===== src/rtl/load_down_counter_if.sv =====
// Control and status bundle for load_down_counter: load/enable/mode inputs,
// count and status outputs.
interface load_down_counter_if #(
  parameter int unsigned WIDTH = 4
);
  logic             load;
  logic [WIDTH-1:0] in;
  logic             en;
  logic             auto_reload;
  logic [WIDTH-1:0] Q;
  logic             busy;
  logic             tc;
  logic             zero;

  modport master (
    output load, in, en, auto_reload,
    input  Q, busy, tc, zero
  );

  modport slave (
    input  load, in, en, auto_reload,
    output Q, busy, tc, zero
  );
endinterface


===== src/rtl/load_down_counter.sv =====
// Loadable down-counter/timer: counts a captured value down to zero, pulses tc,
// then stops (one-shot) or reloads the captured value (periodic).
module load_down_counter #(
  parameter int unsigned WIDTH = 4
) (
  input  logic               clk,
  input  logic               clear_n,
  load_down_counter_if.slave bus
);

  typedef enum logic [1:0] {
    IDLE = 2'd0,
    RUN  = 2'd1,
    DONE = 2'd2
  } state_t;

  state_t           r_state;
  logic [WIDTH-1:0] r_q;
  logic [WIDTH-1:0] r_rld;
  logic             r_tc;
  logic             r_busy;
  logic             w_expire;

  assign w_expire = (r_q == WIDTH'(1));

  always_ff @(posedge clk or negedge clear_n) begin
    if (!clear_n) begin
      r_state <= IDLE;
      r_q     <= '0;
      r_rld   <= '0;
      r_tc    <= 1'b0;
      r_busy  <= 1'b0;
    end else begin
      r_tc <= 1'b0;
      if (bus.load) begin
        // A load overrides any expiry happening on the same edge.
        r_q   <= bus.in;
        r_rld <= bus.in;
        if (bus.in != '0) begin
          r_state <= RUN;
          r_busy  <= 1'b1;
        end else begin
          r_state <= IDLE;
          r_busy  <= 1'b0;
        end
      end else if (r_state == RUN && bus.en) begin
        if (w_expire) begin
          r_tc <= 1'b1;
          if (bus.auto_reload) begin
            r_q <= r_rld;
          end else begin
            r_q     <= '0;
            r_state <= DONE;
            r_busy  <= 1'b0;
          end
        end else begin
          r_q <= r_q - WIDTH'(1);
        end
      end
    end
  end

  assign bus.Q    = r_q;
  assign bus.busy = r_busy;
  assign bus.tc   = r_tc;
  assign bus.zero = (r_q == '0);

endmodule


===== src/flat_wrapper.sv =====
// flat-port wrapper written by rule: the top's interface ports become plain ports
module load_down_counter_flat 
#(
  parameter int unsigned WIDTH = 4
)
  (clk, clear_n, bus_load, bus_in, bus_en, bus_auto_reload, bus_Q, bus_busy, bus_tc, bus_zero);
  load_down_counter_if #(.WIDTH(WIDTH)) bus_i ();
  input  logic clk;
  input  logic clear_n;
  input wire logic [$bits(bus_i.load)-1:0] bus_load;
  input wire logic [$bits(bus_i.in)-1:0] bus_in;
  input wire logic [$bits(bus_i.en)-1:0] bus_en;
  input wire logic [$bits(bus_i.auto_reload)-1:0] bus_auto_reload;
  output wire logic [$bits(bus_i.Q)-1:0] bus_Q;
  output wire logic [$bits(bus_i.busy)-1:0] bus_busy;
  output wire logic [$bits(bus_i.tc)-1:0] bus_tc;
  output wire logic [$bits(bus_i.zero)-1:0] bus_zero;
  assign bus_i.load = bus_load;
  assign bus_i.in = bus_in;
  assign bus_i.en = bus_en;
  assign bus_i.auto_reload = bus_auto_reload;
  assign bus_Q = bus_i.Q;
  assign bus_busy = bus_i.busy;
  assign bus_tc = bus_i.tc;
  assign bus_zero = bus_i.zero;
  load_down_counter #(.WIDTH(WIDTH)) u_core (.clk(clk), .clear_n(clear_n), .bus(bus_i));
endmodule

===== config.mk =====
export PLATFORM = sky130hd
export DESIGN_NAME = load_down_counter_flat
export DESIGN_NICKNAME = d
export VERILOG_FILES = /design/src/rtl/load_down_counter_if.sv /design/src/rtl/load_down_counter.sv /design/src/flat_wrapper.sv
export SDC_FILE = /design/constraint.sdc
export NUM_CORES = 1
export LEC_CHECK = 0
export ABC_AREA = 1
export BUFFER_PORTS_ARGS = -buffer_cell sky130_fd_sc_hd__buf_2
export CAP_MARGIN = 20
export CORE_AREA = 8 8 45 47
export DETAILED_ROUTE_END_ITERATION = 8
export DIE_AREA = 0 0 53 55
export PLACE_DENSITY = 0.72
export SLEW_MARGIN = 20
export SYNTH_ARGS = -nofsm -noshare
export SYNTH_HDL_FRONTEND = slang
export SYNTH_SLANG_ARGS = --single-unit
export TNS_END_PERCENT = 1

===== constraint.sdc =====
create_clock -name clk -period 3 [get_ports clk]
set_input_delay 0.9 -clock clk [delete_from_list [all_inputs] [get_ports clk]]
set_output_delay 0.9 -clock clk [all_outputs]
set_load 0.05 [all_outputs]

# After elaboration in Yosys (flattened, before gate mapping)
# Index checks and enable logic that the tools add are counted.
# totals
register_bits	12
latch_bits	0
memories	0
mem_bits_ro	0
word_cells	32
output_inout_bits	7
ram_bits	0
inputBits	9
# op_classes
magnitude_cmp	0
shifts	0
reduce_logical	6
n_bitwise	0
eq_ne	3
div_mod_pow	0
mux	17
mul	0
n_addsub	1
# op_table
operator	count
$mux W4	4
$mux W1	9
$mux W2	4
$eq A4 B1 Y1 const B	1
$logic_not A4 Y1	1
$reduce_bool A2 Y1	2
$reduce_bool A4 Y1	1
$sub A4 B1 Y4 const B	1
$reduce_and A3 Y1	1
$eq A2 B1 Y1 const B	1
$ne A2 B2 Y1 const B	1
$logic_and A1 B1 Y1	1

# Logic depth before layout (Yosys ltp)
# Gate-level depths: netlist (run 1).
# logic_depth
depth_word	4
depth_mapped	8
ltp_nobuf	8

# Least setup slack after synthesis (run 1)
# OpenSTA, ideal clock, no wires.
# synth_timing
path_kind	reg-to-output
from	register u_core.r_q[1], in the netlist u_core.bus.Q[1]
to	output port bus_zero
path_stages_with_launch	5
arrival_ns	1.579
required_ns	2.100
slack_ns	0.521
path_buffers	0
cell_sequence	dfrtp_1 > inv_1 > ha_1 > inv_1 > nor2_1
# synth_via
elab_chain_len	1
# synth_rtl
item	line_no	rtl
start, declared	load_down_counter.sv:18	logic [WIDTH-1:0] r_q;
start signal, assigned	load_down_counter.sv:37	r_q <= bus.in;
start signal, assigned	load_down_counter.sv:50	r_q <= r_rld;
start signal, assigned	load_down_counter.sv:57	r_q <= r_q - WIDTH'(1);
$logic_not A4 Y1	load_down_counter.sv:66	assign bus.zero = (r_q == '0);
end, declared	flat_wrapper.sv:17	output wire logic [$bits(bus_i.zero)-1:0] bus_zero;
# No other way between the ends.

# Worst setup path in the final report (run 1)
# layout_timing
from	register u_core.r_q[0], in the netlist u_core.bus.Q[0]
to	output port bus_zero
# The elaborated chain is that of the path after synthesis.

==> results.yml, run 1 <==
finish:
  regArea_um2: 275
  fin_nets: 113
  fin_area_um2: 748
  syn2layout_area_growth_pct: 17.3
  multi_input_area_um2: 289
  fin_util_pct: 54.1
  antenna_cells: 0
  fillCellCount: 141
  drive_above_1_share_pct: 25.0
pwr:
  ir_worst_vdd_mv: 0.255
  power_leakage_uw: 0.000416
  power.density_nw_per_um2: 544
synthesis:
  synth.ff_latch_count: 11
  yosys-top-cells-area: "dfrtp_1 (43%), nand2_1 (11%), inv_1 (8.2%)"
  yosysTopAreaCellShare_pct: 43.1
  netlist.top_cell.by_area: "dfrtp_1"
  ys_seq_area_share_pct: 43.1
  syn-instance-count: 82
  syn_area_um2: 638
  synth.distinct_cells: 21
  yosysWarnings: 0
  syn-num-nets: 94
  synth_area_per_cell_um2: 7.78
clock_network:
  clk_latency_ns: 0.26
  cts_tree: "done"
  ctsHoldBuffers: 0
  clockBufferDepth: 2
  cts_sinks: 11
  path_clk_slew_ns: 0.07
  cts_resized: 0
  post-cts-setup-buffers: 0
  cts_made_buffers: 3
  cts_root_buf: "clkbuf_4"
  htreeDepth: 1
flow_run:
  maxCapViolations: 0
floorplan:
  die_area_um2: 2920
  fp-row-count: 14
  start_util_pct: 46.1
  core_area_um2: 1380
  die-height_um: 55
  die_w_um: 53
  boundaryPins: 16
place:
  io_buffers: 15
  gp_congestion: 0.854
  dp_slack_ns: 1.04
  detailed_place_hpwl_um: 1130
  placed_cell_area_um2: 722
setup_path:
  crit_path_end_kind: "output pin"
  regToRegSetupSlack_ns: 1.73
  arrival_ns: 1.35
  crit_top_cell: "inv_1"
  cpPeakStageDelay_ns: 0.44
  rr_endpoint: "u_core.bus.Q[0]"
  slowest_stage: "dfrtp_1"
  worstSetupPathType: "reg2out"
  critPathLaunchType: "flop"
  cp.required_ns: 2.10
  rr_worst_depth: 7
  crit_chain: "inv_1, ha_1, inv_1, nor2_1, buf_2"
  reg2reg_from: "u_core.bus.Q[1]"
  path_max_fanout: 6
  crit_end: "bus_zero"
  crit_path_start: "u_core.bus.Q[0]"
sta:
  min_period_ns: 2.25
  setup_violations: 0
  hold_viol_final: 0
  tightestPinTransition_ns: 0.246
  fin_ws_ns: 0.751
  clock_skew_ns: 0.00334
  tns_ns: 0
  max_freq_mhz: 445
  slew_headroom_pct: 83.6
  drv_slew: 0
  fin_crit_sh_pct: 75.0
  rsz0062_at_grt: "no"
global_routing:
  grt_antenna_before_repair: 0
  grt_pass1_vias: 579
  grt_pass1_wl_um: 2240
  gr-usage-all-layers_pct: 10.2
  grt_start_max_net_pins: 12
  grt_overflow: 0
drt:
  vias: 582
  wl_um: 1370
  dr.pass1.iters: 4
  drc: 0
  drt_iter0_drc: 8
  routed_via_density: 5.02
  drtAntennaViolNets: 0
  avgRoutedWirePerCell_um: 11.8
status:
  status: "finished, final reports clean"
worst_hold_path:
  hold_class: "reg2reg"
  min_from: "u_core.r_rld[3]"
## per-layer routing
layer	wire length [µm]	vias up	track usage (%)
li1	-	294	-
met1	601	270	10.7
met2	678	16	18.2
met3	84	2	2.41
met4	10	0	6.03
met5	0	-	0
## worst max-delay path, delay by kind of cell, from the launching register on
| family | cells | cell delay, ns |
|---|---|---|
| flops | 1 | 0.44 |
| buf+inv | 3 | 0.41 |
| fa+ha+maj | 1 | 0.16 |
| simple gates | 1 | 0.08 |
## cell usage in the layout, fill, tap and decap left out
cell type / instances
nand3_2: 1
o21ai_1: 2
a21oi_1: 3
nor2_1: 6
nor3_1: 1
nand2_2: 1
nor2_4: 1
or2_2: 1
ha_1: 3
inv_2: 1
o21ai_0: 5
clkbuf_4: 3
nand2_1: 19
inv_4: 1
o21bai_1: 1
nand2_4: 1
nand3_1: 7
dfrtp_1: 11
clkbuf_1: 1
xor2_1: 1
o22ai_1: 1
buf_2: 15
inv_1: 14
## per-stage QoR
step                      total power, µW  instances  hold slack, ns
after floorplan                       279         82           0.442
after global placement                311        112           0.458
after detailed placement              314        112           0.470
after CTS                             413        116           0.487
after global routing                  433        116           0.499
final                                 407        116           0.484
## cell usage after synthesis
| library cell | instances |
|---|---|
| o21ai_1 | 2 |
| nor3_1 | 1 |
| a21oi_1 | 3 |
| nand2_4 | 1 |
| nand3_1 | 7 |
| nor2_1 | 6 |
| nand2_2 | 1 |
| nand3_2 | 1 |
| inv_1 | 14 |
| o22ai_1 | 1 |
| dfrtp_1 | 11 |
| or2_2 | 1 |
| nand2_1 | 19 |
| nor2_4 | 1 |
| inv_2 | 1 |
| buf_6 | 1 |
| o21bai_1 | 1 |
| xor2_1 | 1 |
| ha_1 | 3 |
| inv_4 | 1 |
| o21ai_0 | 5 |
## final cells by class
cell class / instances / share of cell area, %
Clock buffer: 4 / 3.51
Sequential cell: 11 / 36.8
Tap cell: 16 / 2.68
Timing Repair Buffer: 15 / 10.0
Inverter: 16 / 8.36
Multi-Input combinational cell: 54 / 38.6
## worst min path at each step
stage	slack [ns]	cells past startpoint	endpoint
after floorplan	0.44	2	u_core.r_rld[2]
after global placement	0.46	2	u_core.r_rld[3]
after detailed placement	0.47	2	u_core.r_rld[3]
after CTS	0.49	1	u_core.r_rld[2]
after global routing	0.50	1	u_core.r_rld[2]
final	0.48	2	u_core.r_rld[3]
## state kept, by name (all words and copies together) (netlist names)
register,count
u_core.bus.tc,1
u_core.r_state,2
u_core.r_rld,4
u_core.bus.Q,4
## kinds of logic (layout without fill, tap and decap cells)
family | count (synthesis) | in the layout | share of synthesized area, %
simple gates | 38 | 38 | 28.0
xor+xnor | 1 | 1 | 1.37
fa+ha+maj | 3 | 3 | 5.88
compound gates | 12 | 12 | 10.0
buf+inv | 17 | 35 | 11.6
flops | 11 | 11 | 43.1
## report_power, final
part	switching [µW]	leakage, µW	internal, µW
Combinational	93.9	0.000265	38.9
Sequential	14.9	0.000135	163
Clock	45.1	0.0000150	51.4
(Power assumes the default switching activity.)
==> inputs of run 2 (changes only) <==
--- a/config.mk
+++ b/config.mk
@@ -8,10 +8,10 @@
 export ABC_AREA = 1
 export BUFFER_PORTS_ARGS = -buffer_cell sky130_fd_sc_hd__buf_2
 export CAP_MARGIN = 20
-export CORE_AREA = 8 8 45 47
+export CORE_MARGIN = 8
+export CORE_UTILIZATION = 49
 export DETAILED_ROUTE_END_ITERATION = 8
-export DIE_AREA = 0 0 53 55
-export PLACE_DENSITY = 0.72
+export PLACE_DENSITY = 0.73
 export SLEW_MARGIN = 20
 export SYNTH_ARGS = -nofsm -noshare
 export SYNTH_HDL_FRONTEND = slang
==> constraint.sdc (replaced) <==
create_clock -name clk -period 2.2 [get_ports clk]
set_input_delay 0.66 -clock clk [delete_from_list [all_inputs] [get_ports clk]]
set_output_delay 0.66 -clock clk [all_outputs]
set_load 0.05 [all_outputs]
==> run 2 against run 1 <==
- via count is 1.7% lower
- largest cell class unchanged
- total power rose by 38%
- sequential share of layout area down 0.061 points
- largest power group unchanged
- worst hold slack worse by 0.24 ns
- highest routed layer unchanged
- wire length rose by 2.1%
- critical path type unchanged
- combinational power up 38%
- clock skew is 0.0056 ns higher
- critical path depth unchanged
- setup slack worse by 0.54 ns
- count of clock-buffer cells in the layout stayed put
- critical endpoint unchanged
- final cell count decreased by 0.86%
- clock power rose by 40%
==> results.yml, run 2 (synthesized netlist as in run 1, its figures left out) <==
drt:
  drtAntennaViolNets: 0
  drc: 0
  dr.pass1.iters: 4
  drt_iter0_drc: 17
  wl_um: 1400
  vias: 572
  routed_via_density: 4.97
  avgRoutedWirePerCell_um: 12.2
place:
  gp_congestion: 0.851
  place_inst: 111
  placed_cell_area_um2: 723
  detailed_place_hpwl_um: 1120
  io_buffers: 15
  dp_slack_ns: 0.477
floorplan:
  die-height_um: 52.1
  die_w_um: 52.1
  start_util_pct: 50.9
  core_area_um2: 1250
  fp-row-count: 13
  die_area_um2: 2710
  boundaryPins: 16
clock_network:
  cts_resized: 0
  cts_root_buf: "clkbuf_4"
  cts_sinks: 11
  post-cts-setup-buffers: 0
  clk_latency_ns: 0.26
  ctsHoldBuffers: 0
  cts_made_buffers: 3
  path_clk_slew_ns: 0.07
  cts_tree: "done"
  clockBufferDepth: 2
  htreeDepth: 1
finish:
  drive_above_1_share_pct: 26.0
  fin_area_um2: 749
  fin_nets: 113
  final_cell_mix: "nand2_1 (19), buf_2 (15), inv_1 (14)"
  fillCellCount: 114
  final_common_cell: "nand2_1"
  antenna_cells: 0
  syn2layout_area_growth_pct: 17.5
  layoutNonFillerInstCount: 115
sta:
  slew_headroom_pct: 83.4
  holdWs_ns: 0.247
  fin_ws_ns: 0.208
  tns_ns: 0
  rsz0062_at_grt: "no"
  tightestPinTransition_ns: 0.249
  fin_crit_sh_pct: 90.5
  min_period_ns: 1.99
  drv_slew: 0
  clock_skew_ns: 0.00895
  hold_viol_final: 0
  max_freq_mhz: 502
  setup_violations: 0
setup_path:
  cp.required_ns: 1.54
  crit_chain: "inv_1, ha_1, inv_1, nor2_2, buf_2"
  crit_path_end_kind: "output pin"
  arrival_ns: 1.33
  path_max_fanout: 6
  worstSetupPathType: "reg2out"
  cpPeakStageDelay_ns: 0.44
  crit_top_cell: "inv_1"
  critPathLaunchType: "flop"
  slowest_stage: "dfrtp_1"
global_routing:
  gr-usage-all-layers_pct: 11.7
  grt_util_met2_pct: 19.8
  grt_pass1_wl_um: 2400
  grt_most_used_layer: "met2"
  grtUsageMet3_pct: 2.56
  grt_overflow: 0
  grt_antenna_before_repair: 0
  grt_util_met1_pct: 13.1
  grt_pass1_vias: 591
  grt_start_max_net_pins: 12
pwr:
  power.density_nw_per_um2: 748
  ir_worst_vdd_mv: 0.392
  power_leakage_uw: 0.000415
flow_run:
  maxCapViolations: 0
status:
  status: "finished, final reports clean"
worst_hold_path:
  hold_class: "in2async"
[run 2: cell types whose count changed in the layout (fill, tap and decap cells not counted)]
cell    change
nor2_1      -1
nor2_2      +1
[run 2: metrics by stage]
| step | power, µW | util (%) |
|---|---|---|
| final | 560 | 59.8 |
| after global routing | 597 | 59.8 |
| after CTS | 564 | 59.8 |
| after detailed placement | 429 | 57.7 |
| after global placement | 425 | 57.7 |
| after floorplan | 382 | - |
[run 2: cell type report]
class                      instances  area (µm²)  area share, %
sequential                        11         275           36.7
clock buffer                       4        26.3           3.51
tap                               15        18.8           2.50
inverter                          16        62.6           8.35
timing repair buffer              15        75.1           10.0
multi-input combinational         54         292           38.9
[run 2: final timing paths]
path                            startpoint                end  slack, ns  cells after the start
max in group asynchronous          clear_n    u_core.r_rld[3]       1.74                      1
min reg2reg                u_core.r_rld[3]    u_core.r_rld[3]       0.47                      2
min in group clk           u_core.r_rld[3]    u_core.r_rld[3]       0.47                      2
min                                clear_n  u_core.r_state[0]       0.25                      1
max                        u_core.bus.Q[0]           bus_zero       0.21                      5
max reg2reg                u_core.bus.Q[1]    u_core.bus.Q[0]       0.88                      7
[run 2: routing by layer]
layer / up-vias / wire (µm)
met4: 0 / 27
li1: 291 / -
met2: 19 / 697
met5: - / 0
met1: 258 / 597
met3: 4 / 80
[run 2: worst max-delay path: cells and delay by family (launching register included)]
kind	cells	cell delay, ns
flops	1	0.44
buf+inv	3	0.41
fa+ha+maj	1	0.14
simple gates	1	0.08
[run 2: where the power goes]
group | switching (µW) | leakage [µW] | total, µW | internal [µW]
Sequential | 20.2 | 0.000135 | 242 | 222
Clock | 65.1 | 0.0000150 | 135 | 70.0
Combinational | 130 | 0.000265 | 183 | 53.6
Total | 215 | 0.000415 | 560 | 346
